===== config.mk =====
export PLATFORM = sky130hd
export DESIGN_NAME = operand_fetch
export DESIGN_NICKNAME = d
export VERILOG_FILES = /design/src/rtl/operand_fetch.sv
export SDC_FILE = /design/constraint.sdc
export NUM_CORES = 1
export LEC_CHECK = 0
export BUFFER_PORTS_ARGS = -buffer_cell sky130_fd_sc_hd__buf_4
export CAP_MARGIN = 5
export CORE_MARGIN = 5
export CORE_UTILIZATION = 46
export CTS_BUF_LIST = sky130_fd_sc_hd__clkbuf_16
export DETAILED_ROUTE_END_ITERATION = 10
export PLACE_DENSITY_LB_ADDON = 0.05
export SLEW_MARGIN = 0
export SYNTH_ARGS = -nofsm -noshare
export SYNTH_HDL_FRONTEND = slang
export SYNTH_SLANG_ARGS = --single-unit

===== constraint.sdc =====
create_clock -name clk -period 6.2 [get_ports clk]
set_input_delay 0.62 -clock clk [delete_from_list [all_inputs] [get_ports clk]]
set_output_delay 0.62 -clock clk [all_outputs]
set_load 0.01 [all_outputs]

===== src/rtl/operand_fetch.sv =====
`default_nettype none
// ============================================================================
//  Module   : operand_fetch
//  Purpose  : Register-file initiator. Holds one decoded instruction, stalls
//             on pending writes (RAW and WAW), forwards same-cycle writeback
//             data and presents operands to execute. Owns the regfile write
//             port and a pending-write scoreboard.
//  Revision : 1.0 - initial release
// ============================================================================
module operand_fetch #(
  parameter int XLEN = 32,
  parameter int AW   = 5
) (
  input  logic            clk,
  input  logic            reset,
  input  logic            id_valid,
  output logic            id_ready,
  input  logic [AW-1:0]   id_rs1,
  input  logic [AW-1:0]   id_rs2,
  input  logic [AW-1:0]   id_rd,
  input  logic            id_use_rs1,
  input  logic            id_use_rs2,
  input  logic            id_wr,
  output logic [AW-1:0]   rf_rs1,
  output logic [AW-1:0]   rf_rs2,
  output logic            rf_renb1,
  output logic            rf_renb2,
  input  logic [XLEN-1:0] rf_rdata1,
  input  logic [XLEN-1:0] rf_rdata2,
  output logic [AW-1:0]   rf_rd,
  output logic            rf_wenb,
  output logic [XLEN-1:0] rf_wdata,
  input  logic            wb_valid,
  input  logic [AW-1:0]   wb_rd,
  input  logic [XLEN-1:0] wb_data,
  output logic            ex_valid,
  input  logic            ex_ready,
  output logic [XLEN-1:0] ex_op1,
  output logic [XLEN-1:0] ex_op2,
  output logic [AW-1:0]   ex_rd,
  output logic            ex_wr,
  output logic            sb_err
);

  localparam int C_NREG = 1 << AW;

  typedef enum logic [1:0] {
    S_IDLE  = 2'd0,
    S_WAIT  = 2'd1,
    S_ISSUE = 2'd2
  } state_t;

  state_t            r_state;
  logic [AW-1:0]     r_rs1;
  logic [AW-1:0]     r_rs2;
  logic [AW-1:0]     r_rd;
  logic              r_use1;
  logic              r_use2;
  logic              r_wr;
  logic [C_NREG-1:0] r_pend;
  logic              r_sb_err;
  logic              r_ex_valid;
  logic [XLEN-1:0]   r_ex_op1;
  logic [XLEN-1:0]   r_ex_op2;
  logic [AW-1:0]     r_ex_rd;
  logic              r_ex_wr;

  logic              w_id_fire;
  logic              w_ex_fire;
  logic              w_wb_wr;
  logic [C_NREG-1:0] w_wb_hit;
  logic [C_NREG-1:0] w_pend_eff;
  logic              w_hazard;
  logic [XLEN-1:0]   w_op1;
  logic [XLEN-1:0]   w_op2;

  assign id_ready  = (r_state == S_IDLE) | ((r_state == S_ISSUE) & ex_ready);
  assign w_id_fire = id_valid & id_ready;
  assign w_ex_fire = r_ex_valid & ex_ready;
  assign w_wb_wr   = wb_valid & (wb_rd != '0);

  // Regfile read and write ports
  assign rf_rs1   = r_rs1;
  assign rf_rs2   = r_rs2;
  assign rf_renb1 = (r_state == S_WAIT) & r_use1;
  assign rf_renb2 = (r_state == S_WAIT) & r_use2;
  assign rf_rd    = wb_rd;
  assign rf_wenb  = w_wb_wr;
  assign rf_wdata = wb_data;

  assign ex_valid = r_ex_valid;
  assign ex_op1   = r_ex_op1;
  assign ex_op2   = r_ex_op2;
  assign ex_rd    = r_ex_rd;
  assign ex_wr    = r_ex_wr;
  assign sb_err   = r_sb_err;

  // Pending bits as seen this cycle, with any arriving writeback already retired
  always_comb begin
    w_wb_hit = '0;
    if (wb_valid) w_wb_hit[wb_rd] = 1'b1;
    w_pend_eff = r_pend & ~w_wb_hit;
    w_hazard   = (r_use1 & w_pend_eff[r_rs1])
               | (r_use2 & w_pend_eff[r_rs2])
               | (r_wr & (r_rd != '0) & w_pend_eff[r_rd]);
  end

  // Operand select: unused or x0 reads zero, same-cycle writeback wins over regfile
  always_comb begin
    w_op1 = rf_rdata1;
    if (!r_use1 || r_rs1 == '0)          w_op1 = '0;
    else if (wb_valid && wb_rd == r_rs1) w_op1 = wb_data;
    w_op2 = rf_rdata2;
    if (!r_use2 || r_rs2 == '0)          w_op2 = '0;
    else if (wb_valid && wb_rd == r_rs2) w_op2 = wb_data;
  end

  // Issue FSM: capture instruction, wait out hazards, hold operands until execute takes them
  always_ff @(posedge clk) begin
    if (reset) begin
      r_state    <= S_IDLE;
      r_rs1      <= '0;
      r_rs2      <= '0;
      r_rd       <= '0;
      r_use1     <= 1'b0;
      r_use2     <= 1'b0;
      r_wr       <= 1'b0;
      r_ex_valid <= 1'b0;
      r_ex_op1   <= '0;
      r_ex_op2   <= '0;
      r_ex_rd    <= '0;
      r_ex_wr    <= 1'b0;
    end else begin
      if (w_id_fire) begin
        r_rs1  <= id_rs1;
        r_rs2  <= id_rs2;
        r_rd   <= id_rd;
        r_use1 <= id_use_rs1;
        r_use2 <= id_use_rs2;
        r_wr   <= id_wr;
      end
      case (r_state)
        S_IDLE: begin
          if (w_id_fire) r_state <= S_WAIT;
        end
        S_WAIT: begin
          if (!w_hazard) begin
            r_ex_valid <= 1'b1;
            r_ex_op1   <= w_op1;
            r_ex_op2   <= w_op2;
            r_ex_rd    <= r_rd;
            r_ex_wr    <= r_wr & (r_rd != '0);
            r_state    <= S_ISSUE;
          end
        end
        S_ISSUE: begin
          if (ex_ready) begin
            r_ex_valid <= 1'b0;
            r_state    <= w_id_fire ? S_WAIT : S_IDLE;
          end
        end
        default: r_state <= S_IDLE;
      endcase
    end
  end

  // Scoreboard: issue sets, writeback clears (set wins); unexpected writeback is sticky error
  always_ff @(posedge clk) begin
    if (reset) begin
      r_pend   <= '0;
      r_sb_err <= 1'b0;
    end else begin
      if (w_wb_wr) begin
        if (!r_pend[wb_rd]) r_sb_err <= 1'b1;
        r_pend[wb_rd] <= 1'b0;
      end
      if (w_ex_fire && r_ex_wr) r_pend[r_ex_rd] <= 1'b1;
    end
  end

endmodule
`default_nettype wire

# == After elaboration in Yosys (flattened, before gate mapping) ==
# Index checks and enable logic that the tools add are counted.
# op_classes
n_lt_le_gt_ge,7
n_eq_ne,7
muxes,28
bitwise_logic,20
n_reduce_logical,19
# ops
cell,count
two-way mux 32 bit,8
AND 32 bit,2
NOT 32 bit,2
OR 32 bit,1
"less-than comparator 5 x 6 -> 1 bit, second input constant",5
binary-select mux 1 bit (select 5 bit),4
AND 1 bit,10
demux 1 bit (select 5 bit),2
== test 5 bit,2
"greater-or-equal comparator 5 x 1 -> 1 bit, second input constant",2
logical NOT 5 bit,2
nonzero test 5 bit,2
two-way mux 1 bit,9
two-way mux 2 bit,3
"inequality test 2 bit, second input constant",3
one-hot mux 2 bit (3 select lines),1
AND reduction 3 bit,2
logical AND 1 bit,5
AND reduction 2 bit,2
OR 1 bit,3
"== test 2 x 1 -> 1 bit, second input constant",1
"== test 2 bit, second input constant",1
logical NOT 1 bit,2
logical NOT 2 bit,1
other kinds (4),6
# totals
register_bits,124

# == Depth between registers and ports, before layout ==
# Gate-level depths: netlist (run 1).
# depth
ltp_word,14
depth_mapped,14
depth_no_buf,8

# == Worst setup path before layout (run 1) ==
# No wires, ideal clock.
# synth_path
path_type,in2reg
startpoint,input wb_rd[2]
endpoint,register r_ex_op2[1] (netlist: ex_op2[1])
setup_ns,0.121
arrival_ns,3.066
t_required_ns,6.079
setup_slack_ns,3.013
cell_stages,13
n_path_buf,5
cell_sequence,buf_4 -> or2_1 -> buf_2 -> o21ai_1 -> mux4_2 -> or4_1 -> o211a_1 -> and4_1 -> buf_4 -> nand3_4 -> buf_12 -> buf_8 -> mux2_4
# synth_between
elab_chain_len,14
elab_cells_between_ends,25
# synth_lines
element,line,rtl
start: declaration,34,"input logic [AW-1:0] wb_rd,"
less-than comparator 5 x 6 -> 1 bit (not written as such) or greater-or-equal comparator 5 x 1 -> 1 bit (tied branches),101,if (wb_valid) w_wb_hit[wb_rd] = 1'b1;
logical AND 1 bit (not written as such),101,
two-way mux 1 bit (not written as such),101,
demux 1 bit (select 5 bit),101,
two-way mux 32 bit,101,
NOT 32 bit,102,w_pend_eff = r_pend & ~w_wb_hit;
AND 32 bit,102,
"binary-select mux 1 bit (select 5 bit), on equally long branches","103, 104",
"two-way mux 1 bit, on equally long branches","103, 104",
"AND 1 bit, on equally long branches","103, 104",
OR 1 bit,104,| (r_use2 & w_pend_eff[r_rs2])
OR 1 bit,105,| (r_wr & (r_rd != '0) & w_pend_eff[r_rd]);
NOT 1 bit (no source line),n/a,
AND reduction 2 bit (no source line),n/a,
end signal: assignment,150,r_ex_op2 <= w_op2;
end: declaration,64,logic [XLEN-1:0] r_ex_op2;
# Parallel ways exist; a longest one is shown, timed or not. The select of a mux whose other input is x is not followed.
# A chain may end at the register's enable or synchronous reset.

# == Final worst setup path (run 1) ==
# layout_path
startpoint,input wb_rd[0]
endpoint,register r_ex_op1[29] (netlist: ex_op1[29])
# layout_between
elab_chain_len,14
elab_cells_between_ends,25
# layout_lines
element,line,rtl
less-than comparator 5 x 6 -> 1 bit (not written as such) or greater-or-equal comparator 5 x 1 -> 1 bit (tied branches),101,
logical AND 1 bit (not written as such),101,
two-way mux 1 bit (not written as such),101,
demux 1 bit (select 5 bit),101,
two-way mux 32 bit,101,
NOT 32 bit,102,
AND 32 bit,102,
"binary-select mux 1 bit (select 5 bit), on equally long branches","103, 104",
"two-way mux 1 bit, on equally long branches","103, 104",
"AND 1 bit, on equally long branches","103, 104",
OR 1 bit,104,
OR 1 bit,105,
NOT 1 bit (no source line),n/a,
AND reduction 2 bit (no source line),n/a,
end signal: assignment,149,r_ex_op1 <= w_op1;
end: declaration,63,logic [XLEN-1:0] r_ex_op1;
# Parallel ways exist; a longest one is shown, timed or not. The select of a mux whose other input is x is not followed.

==> results.cfg, run 1 <==
[floorplanning]
start_util_pct = 46.5
core_area_um2 = 17200
die_area_um2 = 20100
fp.dieW_um = 142
fp.dieH_um = 142
ios = 247
row_count = 48

[grt]
top_usage_layer = met2
antenna_found_initial = 0
grt_pass1_vias = 7438
grt_util_all_layers_pct = 26.3
globalRouteMet1Util_pct = 33.8
overflow = 0
grtUsageMet2_pct = 42.1
grt_max_degree = 73
gr-usage-met3_pct = 9.30
grt_pass1_wl_mm = 41.5

[placed_design]
hpwl_mm = 19.4
portBuffers = 246
gp_congestion = 1.00

[detailed_routing]
drtIter0Drc = 661
wl_per_cell_um = 20.6
ant_nets = 0
vias_per_cell = 5.75
drc_errors = 0
dr_total_vias = 7521
drtPass1Iterations = 7
wl_mm = 26.9

[setup_path]
startpoint_type = input port
path_depth = 10
cp_data_required_time_ps = 6520
cp_common_cell = buf_4
cpMaxStageDelayCell = nand3_4
max_stage_delay_ps = 760
cp_data_arrival_time_ps = 4710
cp_max_fo = 60
cp_top_family = simple AND/OR/NAND/NOR gates
path_cells = buf_4 -> nand2b_1 -> o21ai_0 -> mux2_2 -> o22ai_1 -> nor3_2 -> and4_1 -> nand3_4 -> buf_4 -> mux2_4
criticalPathCategory = in2reg
cp-end-kind = register
cp_num_buf_inv = 2
r2r_cells = 9

[yosys]
synth_seq_cells = 124
yosysSeqAreaShare_pct = 31.1
synth_nets = 1034
synthCells = 910
synthArstFlopShare_pct = 0
synth_edf_count = 0
avgSynthCellArea_um2 = 8.77
ys_warn_count = 0
ys_types = 67
synth_area_um2 = 7980
synth_ff_type = dfxtp_1

[cts]
post_cts_buffers = 0
cts_root_buf = clkbuf_16
cts_buffer_depth = 2
cts.sinks = 124
hold_buffers = 0
clk_pin_slew_worst_paths_ps = 60
ctsResizeCount = 0
cts_tree = built
numCtsBuffers = 17
clk_latency_ps = 430
htreeDepth = 4

[power]
p_leak_nw = 4.07
peakVddDrop_uv = 195
pwr_density_cell_nw_per_um2 = 221

[timing]
setup_viol = 0
slew_headroom_pct = 28.3
fin_worst_skew_ps = 8.06
rsz0062_at_grt = no
period_needed_ps = 4400
hold_viol = 0
max_freq_mhz = 227
setup_tns_ps = 0
worst_slew_pin_slew_ps = 1080
period_share_pct = 70.9
drv_slew = 0
holdWs_ps = 436

[flow_run]
max-cap-violations = 0

[cells_and_area]
finalNetCount = 1193
layout-drive-gt1-share_pct = 35.1
syn2layout_area_growth_pct = 27.1
num_antenna_cells = 0

[worst_hold_path]
hold_depth = 3
hold_class = in2reg

[run_status]
status = completed
-- Yosys cell counts, types with 3 or more instances --
library cell	count	area, µm²
dfxtp_1	124	2480
nor2_1	81	304
nand2_1	80	300
mux2i_1	72	721
nor2b_1	70	438
a21oi_1	61	305
clkbuf_1	49	184
buf_4	44	330
mux2_2	39	439
o211ai_1	33	248
mux2_4	27	405
o21ai_0	24	120
nand4_1	16	100
inv_1	14	52.6
mux4_2	13	293
nand3_1	12	60.1
nor3_1	11	55.1
o2111ai_1	11	96.3
buf_1	9	33.8
nand4b_1	8	70.1
o21ai_1	7	35.0
o22ai_1	7	43.8
o31ai_1	6	45.0
xor2_1	6	52.6
nand2b_1	5	31.3
and2_1	4	25.0
and3_1	4	25.0
buf_2	4	20.0
nand3b_1	4	30.0
xnor2_1	4	35.0
a31oi_1	3	18.8
buf_12	3	60.1
buf_6	3	33.8
nand4bb_1	3	33.8
nor3b_1	3	22.5
nor4_1	3	18.8
o311ai_1	3	26.3
-- stage by stage --
stage / total power, mW / setup WS, ps / util [%] / cells / cell area, µm²
after detailed placement: 1.17 / 1460 / 55.4 / 1275 / 9510
after global routing: 2.32 / 1520 / 59.1 / 1307 / 10100
after CTS: 2.25 / 1890 / 59.1 / 1307 / 10100
after global placement: 1.17 / 1490 / 55.4 / 1275 / 9510
final: 2.24 / 1800 / 59.1 / 1307 / 10100
after floorplan: 1.05 / 3010 / - / 910 / 7980
-- logic make-up after synthesis --
logic type,after synthesis,synth area share (%)
AO/OA/AOI/OAI,176,14.3
XOR/XNOR,10,1.10
buffers and inverters,128,9.18
flip-flops,124,31.1
multiplexers,152,23.4
AND/OR/NAND/NOR,320,20.9
-- layer usage --
metal,vias to the layer above,wire [µm],part of all wire (%)
met5,-,0,0
met4,0,430,1.6
met3,45,2790,10
met2,385,12800,48
met1,3558,10900,40
li1,3533,-,-
-- registers in the layout, indices dropped and copies added, names as in the netlist, 2 cells and up --
name     cells
ex_rd        5
rf_rs2       5
r_pend      32
ex_op1      32
rf_rs1       5
ex_op2      32
r_state      2
r_rd         5
-- final timing paths --
| check | to | slack (ps) | start |
|---|---|---|---|
| worst max-delay path | ex_op1[29]$_SDFFE_PP0P_ | 1800 | wb_rd[0] |
| worst min-delay path | rf_rs1[2]$_SDFFE_PP0P_ | 440 | id_rs1[2] |
| worst max register to register | ex_op1[29]$_SDFFE_PP0P_ | 2120 | r_rd[0]$_SDFFE_PP0P_ |
| worst min register to register | ex_valid$_SDFFE_PP0P_ | 480 | ex_valid$_SDFFE_PP0P_ |
-- report_power, final --
group          leakage (nW)  total [mW]  switching, mW  internal (mW)
clock network         0.295        1.09          0.408          0.679
registers              1.00       0.853         0.0409          0.812
logic                  2.78       0.302          0.155          0.147
total                  4.07        2.24          0.604           1.64
-- cell type report --
type                            instances  area, µm²
Timing Repair Buffer                  253       1900
Fill cell                            1632       7030
Inverter                               15       56.3
Clock buffer                           17        425
Tap cell                              225        282
Multi-Input combinational cell        658       4790
Sequential cell                       124       2480
Clock inverter                         15        213
-- layout by cell type, fill, tap and decap left out, types with 7 or more instances in the layout --
| cell | instances |
|---|---|
| nor2_1 | 81 |
| mux2_2 | 39 |
| nand4b_1 | 8 |
| mux2i_1 | 72 |
| clkbuf_16 | 17 |
| mux4_2 | 13 |
| dfxtp_1 | 124 |
| o22ai_1 | 7 |
| o21ai_1 | 7 |
| a21oi_1 | 61 |
| nor3_1 | 10 |
| mux2_4 | 27 |
| buf_4 | 253 |
| nand2_1 | 80 |
| o211ai_1 | 33 |
| nand3_1 | 12 |
| nand4_1 | 16 |
| o2111ai_1 | 11 |
| o21ai_0 | 24 |
| nor2b_1 | 70 |
| inv_1 | 14 |
-- worst reg2reg max path, cell delays in order, from the launching register on --
cell and delay [ps]:
dfxtp_1 780, inv_1 330, o211ai_1 210, a21boi_0 120, o21ai_0 290, o211a_1 230
and4_1 380, nand3_4 760, buf_4 570, mux2_4 310
Note: power is estimated with default switching activity, not from simulation.
==> inputs of run 2 (changes only) <==
==> constraint.sdc (replaced) <==
create_clock -name clk -period 3.89 [get_ports clk]
set_input_delay 0.389 -clock clk [delete_from_list [all_inputs] [get_ports clk]]
set_output_delay 0.389 -clock clk [all_outputs]
set_load 0.01 [all_outputs]
==> results.cfg, run 2 (synthesized netlist as in run 1, its figures left out) <==
[cts]
clk_latency_ps = 430
htreeDepth = 4
cts.sinks = 124
ctsResizeCount = 0
hold_buffers = 0
cts_tree = built
cts_root_buf = clkbuf_16
numCtsBuffers = 17
clk_pin_slew_worst_paths_ps = 60
post_cts_buffers = 0
cts_buffer_depth = 2

[timing]
period_share_pct = 86.8
period_needed_ps = 3370
setup_viol = 0
worst_slew_pin_slew_ps = 779
fin_worst_skew_ps = 8.64
hold_viol = 0
setup_tns_ps = 0
max_freq_mhz = 296
rsz0062_at_grt = no
slew_headroom_pct = 48.0
setup_ws_ps = 515
drv_slew = 0

[grt]
grt_util_all_layers_pct = 25.7
grt_pass1_vias = 7463
antenna_found_initial = 0
overflow = 0
grt_pass1_wl_mm = 41.0
grt_max_degree = 74

[floorplanning]
fp.dieW_um = 142
ios = 247
row_count = 48
fp.dieH_um = 142
core_area_um2 = 17200
die_area_um2 = 20100
start_util_pct = 46.5

[cells_and_area]
syn2layout_area_growth_pct = 29.3
fillers = 1582
layout-drive-gt1-share_pct = 36.2
most-common-layout-cells = 272 x buf_4, 124 x dfxtp_1, 81 x nor2_1, 80 x nand2_1, 72 x mux2i_1
finalNetCount = 1213
final_common_cell = buf_4
num_antenna_cells = 0
final_cell_area_um2 = 10300
ff_latch_area_um2 = 2480
multi_input_area_um2 = 4790

[placed_design]
gp_congestion = 0.979
hpwl_mm = 19.9
place_ws_ps = 231
portBuffers = 246
dpl_cell_area_um2 = 9670

[setup_path]
r2r_cells = 9
cp_num_buf_inv = 2
path_cells = inv_1 -> nand2_1 -> o2111ai_1 -> or4_1 -> a211o_1 -> and2b_4 -> nand3_4 -> buf_4 -> mux2_2
cp_data_required_time_ps = 4200
regToRegEndpoint = ex_op1[2]$_SDFFE_PP0P_
cp_data_arrival_time_ps = 3690
cp-end-kind = register
cpMaxStageDelayCell = dfxtp_1
cp_top_family = simple AND/OR/NAND/NOR gates
startpoint_type = register
max_stage_delay_ps = 710
r2r_start = rf_rs2[1]$_SDFFE_PP0P_
cp_max_fo = 18
r2r_slack_ps = 520
criticalPathCategory = reg2reg

[worst_hold_path]
hp-start = id_rs2[0]
hold_depth = 3
min_to = rf_rs2[0]$_SDFFE_PP0P_
hold_class = in2reg

[detailed_routing]
vias_per_cell = 5.71
wl_per_cell_um = 20.1
dr_total_vias = 7583
drtIter0Drc = 786
drtPass1Iterations = 8
ant_nets = 0
wl_mm = 26.7
drc_errors = 0

[power]
p_total_mw = 3.61
pwr_density_cell_nw_per_um2 = 350
peakVddDrop_uv = 282
p_leak_nw = 4.19

[run_status]
status = completed

[flow_run]
max-cap-violations = 0
[run 2: cell count changes in the layout (fill, tap and decap cells not counted), sizes merged]
cell | before | now
bufinv | 4 | 5
clkinv | 2 | 4
clkinvlp | 5 | 3
buf | 253 | 273
inv | 19 | 18
[run 2: worst max path at each step]
stage	from	endpoint	slack [ps]	depth (start not counted)
final	rf_rs2[1]$_SDFFE_PP0P_	ex_op1[2]$_SDFFE_PP0P_	520	9
after global routing	rf_rs2[1]$_SDFFE_PP0P_	ex_op1[4]$_SDFFE_PP0P_	370	9
after CTS	rf_rs2[1]$_SDFFE_PP0P_	ex_op1[6]$_SDFFE_PP0P_	540	9
after detailed placement	wb_rd[0]	ex_op1[6]$_SDFFE_PP0P_	230	10
after global placement	wb_rd[0]	ex_op2[31]$_SDFFE_PP0P_	320	10
after floorplan	wb_rd[2]	ex_op2[1]$_SDFFE_PP0P_	930	13
[run 2: power by group]
part           switching, mW  total [mW]  internal, mW  leakage [nW]
registers             0.0482        1.34          1.29          1.00
logic                  0.268       0.513         0.245          2.88
clock network          0.621        1.76          1.14         0.311
[run 2: metal layers]
metal / share of wire, % / vias to the layer above / track usage (%)
met5: 0 / - / 0
met2: 47 / 375 / 40.3
met4: 3.0 / 0 / 9.80
met3: 9.1 / 67 / 7.25
met1: 41 / 3560 / 33.7
li1: - / 3581 / -
[run 2: area by class of cell]
type,instances,share of cell area (%)
Inverter,15,0.546
Clock inverter,15,2.15
Multi-Input combinational cell,658,46.4
Timing Repair Buffer,273,20.0
Clock buffer,17,4.12
Sequential cell,124,24.1
Tap cell,225,2.73
[run 2: worst reg2reg max path: cells and delay by family, from the launching register on]
| family | cells | cell delay [ps] |
|---|---|---|
| buf+inv | 2 | 610 |
| compound gates | 2 | 480 |
| flops | 1 | 710 |
| simple gates | 4 | 1080 |
| mux | 1 | 380 |
[run 2: metrics by stage]
| stage | utilization [%] | cells | hold WS, ps |
|---|---|---|---|
| 3_5_place_dp | 56.3 | 1295 | 481 |
| 6_report | 60.1 | 1327 | 209 |
| 3_3_place_gp | 56.3 | 1295 | 478 |
| 2_1_floorplan | - | 910 | 463 |
| 5_1_grt | 60.1 | 1327 | 203 |
| 4_1_cts | 60.1 | 1327 | 191 |
==> inputs of run 3 (changes only) <==
--- a/config.mk
+++ b/config.mk
@@ -11,7 +11,7 @@
 export CORE_UTILIZATION = 46
 export CTS_BUF_LIST = sky130_fd_sc_hd__clkbuf_16
 export DETAILED_ROUTE_END_ITERATION = 10
-export PLACE_DENSITY_LB_ADDON = 0.05
+export PLACE_DENSITY_LB_ADDON = 0.1
 export SLEW_MARGIN = 0
 export SYNTH_ARGS = -nofsm -noshare
 export SYNTH_HDL_FRONTEND = slang
==> results.cfg, run 3 (synthesized netlist as in run 1, its figures left out) <==
[run_status]
status = completed

[grt]
globalRouteMet1Util_pct = 34.6
overflow = 0
gr-usage-met3_pct = 7.55
top_usage_layer = met2
grt_pass1_vias = 7475
grt_pass1_wl_mm = 41.6
grtUsageMet2_pct = 41.6
antenna_found_initial = 0
grt_max_degree = 72
grt_util_all_layers_pct = 26.4

[setup_path]
cp_max_fo = 34
r2r_cells = 8
cp_data_arrival_time_ps = 3580
regToRegEndpoint = ex_op2[29]$_SDFFE_PP0P_
startpoint_type = register
r2r_slack_ps = 620
r2r_start = r_rd[1]$_SDFFE_PP0P_
criticalPathCategory = reg2reg
cp-end-kind = register
cp_data_required_time_ps = 4200

[placed_design]
gp_congestion = 1.02
portBuffers = 246
hpwl_mm = 20.3
place_ws_ps = 264

[cells_and_area]
final_common_cell = buf_4
fillers = 1604
finalNetCount = 1213
multi_input_area_um2 = 4800
layout-drive-gt1-share_pct = 35.9
most-common-layout-cells = 272 x buf_4, 124 x dfxtp_1, 81 x nor2_1, 80 x nand2_1, 72 x mux2i_1
num_antenna_cells = 0
ff_latch_area_um2 = 2480
syn2layout_area_growth_pct = 28.8

[cts]
cts_buffer_depth = 2
cts_tree = built
htreeDepth = 4
clk_pin_slew_worst_paths_ps = 60
post_cts_buffers = 0
cts.sinks = 124
clk_latency_ps = 420
hold_buffers = 0
ctsResizeCount = 0
numCtsBuffers = 17
cts_root_buf = clkbuf_16

[floorplanning]
die_area_um2 = 20100
row_count = 48
fp.dieH_um = 142
start_util_pct = 46.5
core_area_um2 = 17200
fp.dieW_um = 142
ios = 247

[timing]
setup_ws_ps = 616
period_needed_ps = 3270
rsz0062_at_grt = no
slew_headroom_pct = 41.0
setup_viol = 0
worst_slew_pin_slew_ps = 880
drv_slew = 0
hold_viol = 0
setup_tns_ps = 0
fin_worst_skew_ps = 9.81
period_share_pct = 84.2
max_freq_mhz = 305

[worst_hold_path]
hold_depth = 3
hold_class = in2reg
hp-start = id_rs1[3]
min_to = rf_rs1[3]$_SDFFE_PP0P_

[detailed_routing]
dr_total_vias = 7551
drtPass1Iterations = 5
vias_per_cell = 5.69
wl_mm = 27.2
wl_per_cell_um = 20.5
drtIter0Drc = 666
ant_nets = 0
drc_errors = 0

[power]
pwr_density_cell_nw_per_um2 = 341
peakVddDrop_uv = 307
p_leak_nw = 4.18

[flow_run]
max-cap-violations = 0
run 3: cell count changes in the layout (fill, tap and decap cells not counted), sizes merged:
cell and delta:
clkinvlp -1, inv -1, bufinv -1, clkinv +3
run 3: critical path: stages, from the launching register on:
cell	delay, ps
dfxtp_1	650
inv_2	250
mux4_2	530
or4_1	410
o211a_1	160
and4_1	300
nand3_4	200
buf_12	260
mux2_2	370
run 3: layer usage:
layer	vias to the layer above	part of all wire (%)	wire length, µm
li1	3576	-	-
met1	3559	42	11400
met2	352	46	12600
met3	64	8.8	2390
met4	0	2.9	778
met5	-	0	0
run 3: power breakdown:
part / total [mW] / internal [mW] / switching, mW
clock network: 1.64 / 1.06 / 0.584
logic: 0.516 / 0.246 / 0.270
registers: 1.35 / 1.30 / 0.0509
run 3: worst max path at each step:
stage                           start                       to  slack, ps  cells past startpoint
5_1_grt          r_rd[1]$_SDFFE_PP0P_  ex_op2[28]$_SDFFE_PP0P_        490                      8
4_1_cts        rf_rs2[0]$_SDFFE_PP0P_  ex_op2[25]$_SDFFE_PP0P_        640                      9
2_1_floorplan                wb_rd[2]   ex_op2[1]$_SDFFE_PP0P_        930                     13
3_3_place_gp                 wb_rd[0]  ex_op2[26]$_SDFFE_PP0P_        310                     10
3_5_place_dp                 wb_rd[0]  ex_op2[29]$_SDFFE_PP0P_        260                     10
6_report         r_rd[1]$_SDFFE_PP0P_  ex_op2[29]$_SDFFE_PP0P_        620                      8
run 3: cell type report:
class / instances / share of cell area [%]
Multi-Input combinational cell: 658 / 46.6
Sequential cell: 124 / 24.1
Timing Repair Buffer: 273 / 20.1
Clock buffer: 17 / 4.14
Tap cell: 225 / 2.74
Clock inverter: 15 / 1.73
Inverter: 15 / 0.548
run 3: per-stage QoR:
| stage | utilization, % | instances | hold slack, ps | total power, mW | area [µm²] |
|---|---|---|---|---|---|
| after floorplan | - | 910 | 463 | 1.68 | 7980 |
| after global placement | 56.3 | 1295 | 466 | 1.89 | 9680 |
| after detailed placement | 56.3 | 1295 | 476 | 1.89 | 9680 |
| after CTS | 59.9 | 1327 | 194 | 3.53 | 10300 |
| after global routing | 59.9 | 1327 | 211 | 3.63 | 10300 |
| final | 59.9 | 1327 | 210 | 3.50 | 10300 |
